--- config.mk ---
export PLATFORM = sky130hd
export DESIGN_NAME = seq_det_param
export DESIGN_NICKNAME = d
export VERILOG_FILES = /design/src/rtl/seq_det_param.sv
export SDC_FILE = /design/constraint.sdc
export NUM_CORES = 1
export LEC_CHECK = 0
export CAP_MARGIN = 20
export CORE_MARGIN = 2
export CORE_UTILIZATION = 44
export CTS_CLUSTER_SIZE = 40
export DETAILED_ROUTE_END_ITERATION = 10
export PLACE_DENSITY = 0.68
export SLEW_MARGIN = 20
export SYNTH_ARGS = -nofsm -noshare
export SYNTH_HDL_FRONTEND = slang
export SYNTH_SLANG_ARGS = --single-unit
export TNS_END_PERCENT = 1
--- constraint.sdc ---
create_clock -name clk -period 3.4 [get_ports clk]
set_input_delay 0.68 -clock clk [delete_from_list [all_inputs] [get_ports clk]]
set_output_delay 0.68 -clock clk [all_outputs]
set_load 0.01 [all_outputs]
--- src/rtl/seq_det_param.sv ---
// seq_det_param -- parametrised serial sequence detector.
//
// Compares a sliding window of the serial input against a runtime-loadable
// pattern of 1..MAX_LEN bits. Overlapping and non-overlapping match modes
// are supported.
//
// Optional feature macro: SEQ_DET_CNT_EN
//   When defined, this adds the o_hit_cnt port and a saturating hit counter.
//   The counter is cleared by reset and by i_cfg_we.
//
// Ports:
//   clk         in   clock
//   rst_n       in   asynchronous active-low reset
//   i_bit_vld   in   qualifier for i_seq_bit; a bit is consumed only when high
//   i_seq_bit   in   serial data bit
//   i_cfg_we    in   single-cycle load of i_cfg_pat/i_cfg_len/i_cfg_ovl
//   i_cfg_pat   in   pattern; bit[len-1] is received first, bit[0] last
//   i_cfg_len   in   pattern length; 0 or >MAX_LEN is clamped to MAX_LEN
//   i_cfg_ovl   in   1 = overlapping matches, 0 = non-overlapping
//   o_hit       out  registered one-cycle pulse per match
//   o_fill      out  valid history bits held, saturating at len
//   o_state     out  00 IDLE, 01 FILL, 10 ARMED
//   o_hit_cnt   out  saturating match count (SEQ_DET_CNT_EN only)
module seq_det_param #(
  parameter int unsigned        MAX_LEN = 8,
  parameter int unsigned        LEN_W   = $clog2(MAX_LEN + 1),
  parameter int unsigned        CNT_W   = 16,
  parameter logic [MAX_LEN-1:0] RST_PAT = MAX_LEN'(8'h16),
  parameter int unsigned        RST_LEN = 5,
  parameter logic               RST_OVL = 1'b1
) (
  input  logic               clk,
  input  logic               rst_n,
  input  logic               i_bit_vld,
  input  logic               i_seq_bit,
  input  logic               i_cfg_we,
  input  logic [MAX_LEN-1:0] i_cfg_pat,
  input  logic [LEN_W-1:0]   i_cfg_len,
  input  logic               i_cfg_ovl,
  output logic               o_hit,
  output logic [LEN_W-1:0]   o_fill,
  output logic [1:0]         o_state
`ifdef SEQ_DET_CNT_EN
  ,
  output logic [CNT_W-1:0]   o_hit_cnt
`endif
);

  typedef enum logic [1:0] {
    ST_IDLE  = 2'b00,
    ST_FILL  = 2'b01,
    ST_ARMED = 2'b10
  } state_t;

  // Configuration registers
  logic [MAX_LEN-1:0] r_pat;
  logic [LEN_W-1:0]   r_len;
  logic               r_ovl;

  // Only MAX_LEN-1 history bits are stored: the comparison window is this
  // history plus the bit arriving this cycle.
  logic [MAX_LEN-2:0] r_sh;
  logic [LEN_W-1:0]   r_fill;
  logic               r_hit;
  state_t             r_state;
`ifdef SEQ_DET_CNT_EN
  logic [CNT_W-1:0]   r_cnt;
`endif

  logic [MAX_LEN-1:0] w_window;
  logic [MAX_LEN-1:0] w_mask;
  logic [LEN_W-1:0]   w_fill_n;
  logic [LEN_W-1:0]   w_cfg_len;
  logic               w_match;

  // Map a fill level onto the reported state.
  function automatic state_t decode_state(input logic [LEN_W-1:0] fill,
                                          input logic [LEN_W-1:0] len);
    if (fill == {LEN_W{1'b0}}) begin
      return ST_IDLE;
    end else if (fill < len) begin
      return ST_FILL;
    end else begin
      return ST_ARMED;
    end
  endfunction

  // Window, length mask, next fill level, match detect and config clamp
  always_comb begin
    w_window = {r_sh, i_seq_bit};
    w_mask   = {MAX_LEN{1'b0}};
    for (int i = 0; i < MAX_LEN; i++) begin
      w_mask[i] = (LEN_W'(i) < r_len);
    end
    w_fill_n  = (r_fill >= r_len) ? r_len : (r_fill + LEN_W'(1));
    // Pattern bits above len are masked off and never take part in a match.
    w_match   = (w_fill_n == r_len) &&
                (((w_window ^ r_pat) & w_mask) == {MAX_LEN{1'b0}});
    w_cfg_len = ((i_cfg_len == {LEN_W{1'b0}}) || (i_cfg_len > LEN_W'(MAX_LEN)))
                ? LEN_W'(MAX_LEN) : i_cfg_len;
  end

  // Detector FSM: config load, shift/match, fill tracking and hit counter
  always_ff @(posedge clk or negedge rst_n) begin
    if (!rst_n) begin
      r_pat   <= RST_PAT;
      r_len   <= LEN_W'(RST_LEN);
      r_ovl   <= RST_OVL;
      r_sh    <= {(MAX_LEN-1){1'b0}};
      r_fill  <= {LEN_W{1'b0}};
      r_hit   <= 1'b0;
      r_state <= ST_IDLE;
`ifdef SEQ_DET_CNT_EN
      r_cnt   <= {CNT_W{1'b0}};
`endif
    end else if (i_cfg_we) begin
      // A configuration load wins over a bit offered in the same cycle.
      r_pat   <= i_cfg_pat;
      r_len   <= w_cfg_len;
      r_ovl   <= i_cfg_ovl;
      r_sh    <= {(MAX_LEN-1){1'b0}};
      r_fill  <= {LEN_W{1'b0}};
      r_hit   <= 1'b0;
      r_state <= ST_IDLE;
`ifdef SEQ_DET_CNT_EN
      r_cnt   <= {CNT_W{1'b0}};
`endif
    end else if (i_bit_vld) begin
      r_hit <= w_match;
      if (w_match && !r_ovl) begin
        // Non-overlap: discard history so the next match needs len fresh bits.
        r_sh    <= {(MAX_LEN-1){1'b0}};
        r_fill  <= {LEN_W{1'b0}};
        r_state <= ST_IDLE;
      end else begin
        r_sh    <= w_window[MAX_LEN-2:0];
        r_fill  <= w_fill_n;
        r_state <= decode_state(w_fill_n, r_len);
      end
`ifdef SEQ_DET_CNT_EN
      if (w_match && (r_cnt != {CNT_W{1'b1}})) begin
        r_cnt <= r_cnt + CNT_W'(1);
      end else begin
        r_cnt <= r_cnt;
      end
`endif
    end else begin
      r_hit <= 1'b0;
    end
  end

  assign o_hit     = r_hit;
  assign o_fill    = r_fill;
  assign o_state   = r_state;
`ifdef SEQ_DET_CNT_EN
  assign o_hit_cnt = r_cnt;
`endif

endmodule
; Word level (Yosys, flattened, before mapping)
; Cells that the tools add are included.
[totals]
register_bits = 27
elab_cells = 45
[op_classes]
add_sub_neg = 1
order_cmp = 11
n_eq_ne = 1
mux = 15
bitwise = 2
n_reduce_logical = 8
[op_table]
columns = operator, n
row1 = 7-bit 2-to-1 mux, 3
row2 = 4-bit 2-to-1 mux, 5
row3 = 3-bit by 4-bit less-than comparator with 1-bit output (first input constant), 4
row4 = 2-bit 2-to-1 mux, 5
row5 = 8-bit AND, 1
row6 = 4-bit zero test, 2
row7 = 8-bit zero test, 1
row8 = 1-bit by 4-bit less-than comparator with 1-bit output (first input constant), 2
row9 = 2-bit by 4-bit less-than comparator with 1-bit output (first input constant), 2
row10 = 8-bit bitwise XOR, 1
row11 = 4-bit by 1-bit adder with 4-bit output (second input constant), 1
row12 = 4-bit equality test, 1
row13 = 4-bit greater-or-equal comparator, 1
row14 = 4-bit greater-than comparator (second input constant), 1
row15 = 4-bit less-than comparator, 1
row16 = 1-bit logical AND, 2
row17 = 1-bit 2-to-1 mux, 2
row18 = 2-bit nonzero test, 1
row19 = 1-bit zero test, 1
row20 = 1-bit logical OR, 1

; Longest topological paths before layout
; Gate-level depths: netlist of run 1.
[logic_depth]
ltp_word = 8
ltp_mapped = 12
depth_no_buf = 12

; Least setup slack after synthesis of run 1
; No wires, ideal clock.
[synth_path]
kind = register to register
startpoint = register r_fill[0], in the netlist o_fill[0]
endpoint = register r_fill[0], in the netlist o_fill[0]
t_arrival_ns = 2.863
path_slack_ns = 0.416
stages_incl_launch_ff = 13
path_buffers = 1
path_cell_list = dfrtp_1 -> inv_1 -> ha_1 -> nand2b_1 -> a41oi_1 -> nand2_1 -> mux2_2 -> ha_1 -> nand3_1 -> a211oi_2 -> a41oi_2 -> buf_6 -> a22o_1
[synth_between]
elab_chain_len = 8
word_cells_on_any_way = 9
[synth_lines]
columns = item, line
row1 = from (decl), 63  ; logic [LEN_W-1:0] r_fill;
row2 = from (signal assigned), 110  ; r_fill <= {LEN_W{1'b0}};
row3 = from (signal assigned), 122  ; r_fill <= {LEN_W{1'b0}};
row4 = from (signal assigned), 133  ; r_fill <= {LEN_W{1'b0}};
row5 = 4-bit by 1-bit adder with 4-bit output / 4-bit greater-or-equal comparator (equally long branches), 95  ; w_fill_n = (r_fill >= r_len) ? r_len : (r_fill + LEN_W'(1));
row6 = 4-bit 2-to-1 mux (*), 95
row7 = 4-bit equality test, 97  ; w_match = (w_fill_n == r_len) &&
row8 = 1-bit logical AND, 97
row9 = 1-bit logical AND, 130  ; if (w_match && !r_ovl) begin
row10 = 4-bit 2-to-1 mux (*), 130
row11 = 4-bit 2-to-1 mux (*), 128  ; end else if (i_bit_vld) begin
row12 = 4-bit 2-to-1 mux (*), 116  ; end else if (i_cfg_we) begin
; Mark *: on every way between the ends. The rest lies on a longest branch, timed or not. The select of a mux whose other input is x is not followed.
; A chain may end at the register's enable or synchronous reset.

; Worst setup path after layout of run 1
[layout_path]
startpoint = register r_len[2]
endpoint = register r_state[1], in the netlist o_state[1]
[layout_between]
elab_chain_len = 8
word_cells_on_any_way = 22
[layout_lines]
columns = item, line
row1 = from (decl), 57  ; logic [LEN_W-1:0] r_len;
row2 = from (signal assigned), 107  ; r_len <= LEN_W'(RST_LEN);
row3 = from (signal assigned), 119  ; r_len <= w_cfg_len;
row4 = 4-bit greater-or-equal comparator (tied with other cells), 95
row5 = 4-bit 2-to-1 mux / 8-bit AND (equally long branches), "95, 98"
row6 = 4-bit less-than comparator (tied with other cells), 81  ; end else if (fill < len) begin
row7 = 2-bit 2-to-1 mux / 1-bit logical AND (equally long branches), "81, 97"
row8 = 2-bit 2-to-1 mux / 1-bit logical AND (equally long branches), "79, 130"
row9 = 2-bit 2-to-1 mux (*), 130
row10 = 2-bit 2-to-1 mux (*), 128
row11 = 2-bit 2-to-1 mux (*), 116
row12 = to (signal assigned), 138  ; r_state <= decode_state(w_fill_n, r_len);
row13 = to (decl), 65  ; state_t r_state;
; Marks and branches as above.

==> summary.md, run 1 <==
| Metric | Value |
|---|---|
| Status | complete, no violations |
| Number of buffers inserted during clock tree synthesis | 3 |
| Highest clock frequency the design can meet | 0.312 GHz |
| Post-route total power | 0.000811 W |
| Clock network power share | 17.6% |
| R2R setup slack | around 0.19 ns |
| Initial antenna violation count | 0 |
| Library cell with the highest instance count after synthesis | sky130_fd_sc_hd__dfrtp_1 |
| Initial core utilization | a little under half |
| Library cells used by synthesis | 32 |
| Largest fanout on the critical path | 12 |
| First DRT Iteration DRCs | 36 |
| Logic gate share of total power | between 30% and 40% |
| Average wire per standard cell | 14.7 um |
| LEAKAGE | 0.749 nW |
| Post-route ant nets | 0 |
| Number of DRC violations after detailed routing | 0 |
| Clk sinks | 27 |
| Critical-path cell list | inv_1, ha_1, a41oi_1, nand2_2, mux2_2, ha_1, nand3_1, a211oi_4, a41oi_4, a32o_1 |
| Vert. Die Dim | 62.4 um |
| Via count of the first global-routing pass | 1153 |
| Weighted congestion at the end of routability-driven global placement | roughly 0.85 |
| Cell Rows | 21 |
| Clock network latency to the later pin of the worst-skew pair | 0.33 ns |
| Clock input transition at the sequential cells of the worst setup and hold paths | 0.16 ns |
| Library cell contributing the largest single delay on the critical path | sky130_fd_sc_hd__dfstp_2 |
| Hold wc startpoint | o_state[1]$_DFFE_PN0P_ |
| Cell-internal power | approximately 0.00055 W |
| Peak ir drop on the vdd network | 0.254 mV |
| Final setup fails | 0 |
| Per-cell via count in the routed design | around 5.6 |
| Hold Vio Cnt, Final | 0 |
| Share of synthesized registers carrying an async set or reset | between 90% and 100% |
| Post-synth EDFFs | 0 |
| Start point of the critical path | r_len[2]$_DFFE_PN1P_ |
| Yosys reg bits | 27 |
| Net switching component of the power | roughly 0.00027 W |
| Router iterations before antenna repair | 4 |
| Reg-to-reg critical path startpoint | r_len[2]$_DFFE_PN1P_ |
| Layout cells sized above 1 | 18.6% |
| Total via count after detailed routing | approximately 1100 |
| Cells on worst reg2reg path | 10 |
| Count of input and output buffers | 24 |
| Ranking of synthesized cells by instance count | sky130_fd_sc_hd__dfrtp_1 (21), sky130_fd_sc_hd__xnor2_1 (11), sky130_fd_sc_hd__a22o_1 (10) |
| All-layer global routing usage | ~17% |
| Final worst path period need | approximately 3.2 ns |
| Per-instance average area after synthesis | 11.3 um2 |
| Synth Net Count | approximately 160 |
| CP required | ~3.7 ns |
| Library cell with the largest summed area after synthesis | sky130_fd_sc_hd__dfrtp_1 |
| PwrDens | roughly 440 nW/um2 |
| Max Cap Violations | 0 |
| Critical path capture point type | register |
| Worst path buffer plus inverter count | 1 |
| CP Data Arrival Time | between 3 and 4 ns |
| Layout Area Growth over Synthesis | 23.5% |
| Class of the most critical setup path | register to register |
| Max Root-Sink Buffers | 2 |
| # nets final | about 190 |
| Number of buffers inserted to repair setup after CTS | 0 |
| TritonCTS clock tree | yes |
| CTS root buffer | sky130_fd_sc_hd__clkbuf_4 |
| Slew @ Worst Pin | ~0.42 ns |
| Share of total power in sequential cells | between 40 and 50% |
| Place WS | just under 0.08 ns |
| Largest net degree at the start of global routing | 28 |
| Synth Cell Area | between 1500 and 2000 um2 |
| Total of hold buffers inserted after clock tree synthesis | 0 |
| Number of H-tree branching levels | 1 |
| Routed wire length | 3.05 mm |
| Most common cell type on the critical path | sky130_fd_sc_hd__ha_1 |
| Startpoint kind of the worst setup timing path | register |
| Slew margin rel. | around 72% |
| CP delay by family, top | compound AO/OA/AOI/OAI gates |
| Switching Fraction | between 30% and 40% |
| Fraction of synthesized cell area taken by the top area cell type | 35.0% |
| Synthesis warning total | 0 |
| Worst Clk Skew | about 0.014 ns |
| Gate Count Post-Synth | roughly 130 |
| Period utilisation layout | between 90% and 100% |
| Floorplan die area | 3900 um2 |
| Slowest stage delay, CP | ~0.60 ns |
| Sequential cell area fraction in the yosys report | 45.5% |
| Most frequently used flop master after synthesis | sky130_fd_sc_hd__dfrtp_1 |
| Biggest area contributors in the synthesized netlist | sky130_fd_sc_hd__dfrtp_1 (35%), sky130_fd_sc_hd__dfstp_2 (11%), sky130_fd_sc_hd__mux2_2 (6.8%) |
| Area of the core | around 3300 um2 |
| Tightest Hold Check Type | register to register |
| Max Transition Viols Final | 0 |
| Count of cells resized by post-cts repair | 0 |
| Final WS setup | 0.193 ns |
| N_diodes | 0 |
| Reg2reg end | o_state[1]$_DFFE_PN0P_ |
| HPWL Detailed | 2.31 mm |
| Endpoint of the worst hold path | o_state[1]$_DFFE_PN0P_ |
| First-pass GRT wire length | roughly 5.2 mm |
| Cell depth of the worst hold path | 1 |
| Number of top-level pins | 25 |
| Horizontal extent of the die | about 62 um |
| Total gr overflow | 0 |
[through the flow]
step	setup TNS, ns	util, %	instance area (um2)	cells	hold slack, ns
after global routing	-0.00719	56.0	1850	207	0.553
after global placement	0	54.5	1800	203	0.485
final	0	56.0	1850	207	0.509
after detailed placement	0	54.5	1800	203	0.482
after CTS	0	55.4	1830	207	0.514
after floorplan	0	-	1500	133	0.384
[logic make-up (layout without fill, tap and decap cells)]
kind of cell | Yosys count | in the layout | synth area share, %
mux | 13 | 13 | 9.42
simple gates | 27 | 27 | 9.50
fa+ha+maj | 8 | 8 | 6.67
compound gates | 35 | 35 | 18.2
flops | 27 | 27 | 45.5
buf+inv | 11 | 39 | 3.75
xor+xnor | 12 | 12 | 7.00
[power by group through the flow]
stage	clock, W	combinational (W)	sequential [W]
after floorplan	0	0.000174	0.000388
after global placement	0	0.000262	0.000386
after detailed placement	0	0.000272	0.000388
after CTS	0.000148	0.000272	0.000382
after global routing	0.000165	0.000313	0.000386
final	0.000143	0.000287	0.000381
[per-layer routing]
| metal | global-route usage (%) | share of wire (%) | vias up |
|---|---|---|---|
| li1 | - | - | 548 |
| met4 | 10.8 | 2.9 | 0 |
| met3 | 1.98 | 4.0 | 8 |
| met1 | 20.4 | 42 | 562 |
| met5 | 0 | 0 | - |
| met2 | 27.8 | 51 | 31 |
[sequential cells by signal, summed over array words and instances (netlist names)]
register and cells:
r_pat 8, r_sh 7, o_fill 4, r_len 4
o_state 2, o_hit 1, r_ovl 1
[worst max path at each step]
stage                             end  slack [ns]  cells past startpoint
3_5_place_dp   o_state[1]$_DFFE_PN0P_        0.08                     10
6_report       o_state[1]$_DFFE_PN0P_        0.19                     10
2_1_floorplan   o_fill[0]$_DFFE_PN0P_        0.42                     12
3_3_place_gp   o_state[0]$_DFFE_PN0P_        0.22                     10
4_1_cts        o_state[1]$_DFFE_PN0P_        0.07                     10
5_1_grt        o_state[0]$_DFFE_PN0P_      -0.007                     10
[final cells by class]
| class | count | area [um2] |
|---|---|---|
| Clock buffer | 3 | 22.5 |
| Clock inverter | 1 | 7.51 |
| Fill cell | 323 | 1460 |
| Inverter | 6 | 22.5 |
| Multi-Input combinational cell | 95 | 783 |
| Sequential cell | 27 | 683 |
| Tap cell | 46 | 57.6 |
| Timing Repair Buffer | 29 | 278 |
[cells in the final DEF, fill, tap and decap left out, types with 8 or more instances in the layout]
master	instances
sky130_fd_sc_hd__clkdlybuf4s50_1	24
sky130_fd_sc_hd__ha_1	8
sky130_fd_sc_hd__a22o_1	10
sky130_fd_sc_hd__mux2_2	9
sky130_fd_sc_hd__dfrtp_1	21
sky130_fd_sc_hd__xnor2_1	11
[worst register-to-register path, delay by kind of cell, from the launching register on]
| kind | cells | cell delay (ns) |
|---|---|---|
| AOI/OAI and AO/OA | 4 | 1.16 |
| adders and majority gates | 2 | 0.61 |
| muxes | 1 | 0.33 |
| DFF | 1 | 0.60 |
| buffers and inverters | 1 | 0.11 |
| and+or+nand+nor | 2 | 0.31 |
(Power assumes the default switching activity.)
==> run 2: changes to the inputs <==
--- a/config.mk
+++ b/config.mk
@@ -10,7 +10,7 @@
 export CORE_UTILIZATION = 44
 export CTS_CLUSTER_SIZE = 40
 export DETAILED_ROUTE_END_ITERATION = 10
-export PLACE_DENSITY = 0.68
+export PLACE_DENSITY_LB_ADDON = 0.12
 export SLEW_MARGIN = 20
 export SYNTH_ARGS = -nofsm -noshare
 export SYNTH_HDL_FRONTEND = slang
==> summary.md, run 2 (synthesis results as in run 1) <==
| Metric | Value |
|---|---|
| Area post-placement | 1800 um2 (unchanged) |
| Class of the most critical setup path | register to register (unchanged) |
| Post-route ant nets | 0 (unchanged) |
| Final worst path period need | 3.19 ns (was 3.21 ns) |
| Clock network latency to the later pin of the worst-skew pair | 0.33 ns (about the same) |
| Total of hold buffers inserted after clock tree synthesis | 0 (unchanged) |
| Met3 Track Usage GR | 1.98% (unchanged) |
| Max Transition Viols Final | 0 (unchanged) |
| CP Data Arrival Time | 3.44 ns (was 3.45 ns) |
| Final setup fails | 0 (unchanged) |
| Setup TNS Final | 0 ns (unchanged) |
| TritonCTS clock tree | yes (unchanged) |
| Weighted congestion at the end of routability-driven global placement | 0.871 (was 0.846) |
| Unrepaired setup endpoints after global routing | false |
| Clk sinks | 27 (unchanged) |
| Count of cells resized by post-cts repair | 0 (unchanged) |
| HPWL Detailed | 2.40 mm (was 2.31 mm) |
| Peak-usage layer in the global routing report | met2 (unchanged) |
| Slew margin rel. | 73.3% (was 72.1%) |
| Horizontal extent of the die | 62.4 um (unchanged) |
| Highest-count cells in the layout ignoring fill and taps | sky130_fd_sc_hd__clkdlybuf4s50_1 (24), sky130_fd_sc_hd__dfrtp_1 (21), sky130_fd_sc_hd__xnor2_1 (11) (unchanged) |
| First DRT Iteration DRCs | 48 (was 36) |
| CTS root buffer | sky130_fd_sc_hd__clkbuf_4 (unchanged) |
| Hold Vio Cnt, Final | 0 (unchanged) |
| Startpoint kind of the worst setup timing path | register (unchanged) |
| Register area | 683 um2 (unchanged) |
| Multi-input gate area in the final layout | 776 um2 (was 783 um2) |
| Cell Rows | 21 (unchanged) |
| Initial core utilization | 45.4% (unchanged) |
| Initial antenna violation count | 0 (unchanged) |
| Worst path buffer plus inverter count | 0 (was 1) |
| Routed wire length | 3.10 mm (was 3.05 mm) |
| Via count of the first global-routing pass | 1124 (was 1153) |
| Final std cell area, no fill | 1850 um2 (about the same) |
| Vert. Die Dim | 62.4 um (unchanged) |
| Floorplan die area | 3900 um2 (unchanged) |
| CP required | 3.64 ns (was 3.65 ns) |
| Max Root-Sink Buffers | 2 (unchanged) |
| Largest registers | r_pat: 8 flops, r_sh: 7 flops (unchanged) |
| Most frequent standard cell in the layout excluding fill and tap cells | sky130_fd_sc_hd__clkdlybuf4s50_1 (unchanged) |
| Clock input transition at the sequential cells of the worst setup and hold paths | 0.15 ns (was 0.16 ns) |
| Largest net degree at the start of global routing | 28 (unchanged) |
| Number of flip-flops under the largest register name | 8 (unchanged) |
| Layout cells sized above 1 | 18.6% (unchanged) |
| Met1 GRT Util | 19.8% (was 20.4%) |
| Router iterations before antenna repair | 4 (unchanged) |
| Highest clock frequency the design can meet | 0.313 GHz (was 0.312 GHz) |
| Library cell contributing the largest single delay on the critical path | sky130_fd_sc_hd__dfstp_2 (unchanged) |
| Number of DRC violations after detailed routing | 0 (unchanged) |
| Per-cell via count in the routed design | 5.50 (was 5.55) |
| # nets final | 188 (unchanged) |
| Total gr overflow | 0 (unchanged) |
| LEAKAGE | 0.750 nW (was 0.749 nW) |
| Average wire per standard cell | 15.0 um (was 14.7 um) |
| Number of buffers inserted during clock tree synthesis | 3 (unchanged) |
| Critical-path cell list | ha_1, nand2b_1, a41oi_1, nand2_2, mux2_2, ha_1, nand3_1, a211oi_2, a41oi_4, a32o_1 (was inv_1, ha_1, a41oi_1, nand2_2, mux2_2, ha_1, nand3_1, a211oi_4, a41oi_4, a32o_1) |
| Total via count after detailed routing | 1138 (was 1149) |
| Number of top-level pins | 25 (unchanged) |
| All-layer global routing usage | 16.8% (was 16.7%) |
| First-pass GRT wire length | 5.22 mm (was 5.19 mm) |
| FILL cells | 307 (was 323) |
| Largest register by flop count | r_pat (unchanged) |
| GRT met2 Usage | 31.2% (was 27.8%) |
| Status | complete, no violations (unchanged) |
| Tightest Hold Check Type | register to register (unchanged) |
| Slew @ Worst Pin | 0.399 ns (was 0.417 ns) |
| Layout Area Growth over Synthesis | 23.0% (was 23.5%) |
| Worst Clk Skew | 0.0108 ns (was 0.0141 ns) |
| Count of input and output buffers | 24 (unchanged) |
| CP delay by family, top | compound AO/OA/AOI/OAI gates (unchanged) |
| PwrDens | 435 nW/um2 (was 437 nW/um2) |
| Post-route total power | 0.000803 W (was 0.000811 W) |
| Number of buffers inserted to repair setup after CTS | 0 (unchanged) |
| Peak ir drop on the vdd network | 0.190 mV (was 0.254 mV) |
| Area of the core | 3310 um2 (unchanged) |
| Number of H-tree branching levels | 1 (unchanged) |
| Largest fanout on the critical path | 12 (unchanged) |
| N_diodes | 0 (unchanged) |
| Critical path capture point type | register (unchanged) |
| Slowest stage delay, CP | 0.64 ns (was 0.60 ns) |
| Max Cap Violations | 0 (unchanged) |
| Most common cell type on the critical path | sky130_fd_sc_hd__ha_1 (unchanged) |
| Period utilisation layout | 93.9% (was 94.3%) |
==> run 2: changes by cell type in the layout (fill, tap and decap cells not counted) <==
cell,previous run,this run
sky130_fd_sc_hd__a211oi_2,0,1
sky130_fd_sc_hd__a211oi_4,1,0
==> run 2: worst register-to-register path, cell delays in order (launching register included) <==
cell	delay (ns)
sky130_fd_sc_hd__dfstp_2	0.64
sky130_fd_sc_hd__ha_1	0.26
sky130_fd_sc_hd__nand2b_1	0.15
sky130_fd_sc_hd__a41oi_1	0.29
sky130_fd_sc_hd__nand2_2	0.19
sky130_fd_sc_hd__mux2_2	0.33
sky130_fd_sc_hd__ha_1	0.29
sky130_fd_sc_hd__nand3_1	0.08
sky130_fd_sc_hd__a211oi_2	0.34
sky130_fd_sc_hd__a41oi_4	0.26
sky130_fd_sc_hd__a32o_1	0.29
==> run 2: final timing paths <==
path	start	to	slack (ns)	cells past startpoint
hold reg to reg	o_state[1]$_DFFE_PN0P_	o_state[1]$_DFFE_PN0P_	0.51	1
setup reg to reg	r_len[0]$_DFFE_PN1P_	o_state[0]$_DFFE_PN0P_	0.21	10
max in group asynchronous	rst_n	r_pat[4]$_DFFE_PN1P_	2.39	2
hold / removal	o_state[1]$_DFFE_PN0P_	o_state[1]$_DFFE_PN0P_	0.51	1
setup / recovery	r_len[0]$_DFFE_PN1P_	o_state[0]$_DFFE_PN0P_	0.21	10
min in group asynchronous	rst_n	r_sh[4]$_DFFE_PN0P_	0.70	2
==> run 2: final cells by class <==
class                   count  share of cell area [%]
multi-input cells          95                    42.0
well taps                  46                    3.12
clock inverters             1                   0.407
inverters                   6                    1.22
repair buffers             29                    15.0
flip-flops and latches     27                    37.0
clock buffers               3                    1.22
==> run 2: power breakdown <==
group	switching (W)	internal [W]
sequential	0.0000269	0.000353
clock	0.0000981	0.0000450
combinational	0.000136	0.000144
==> run 2: per-stage QoR <==
stage	setup slack, ns	util [%]	hold WS, ns	instances
floorplan	0.416	-	0.384	133
global placement	0.219	54.5	0.482	203
detailed placement	0.0604	54.5	0.485	203
CTS	0.0453	55.4	0.517	207
global route	0.0503	55.8	0.539	207
finish	0.206	55.8	0.512	207
==> run 2: metal layers <==
metal  up-vias  routed length, um
li1        552                  -
met2        23               1610
met5         -                  0
met3         6                 85
met4         0                 58
met1       557               1350
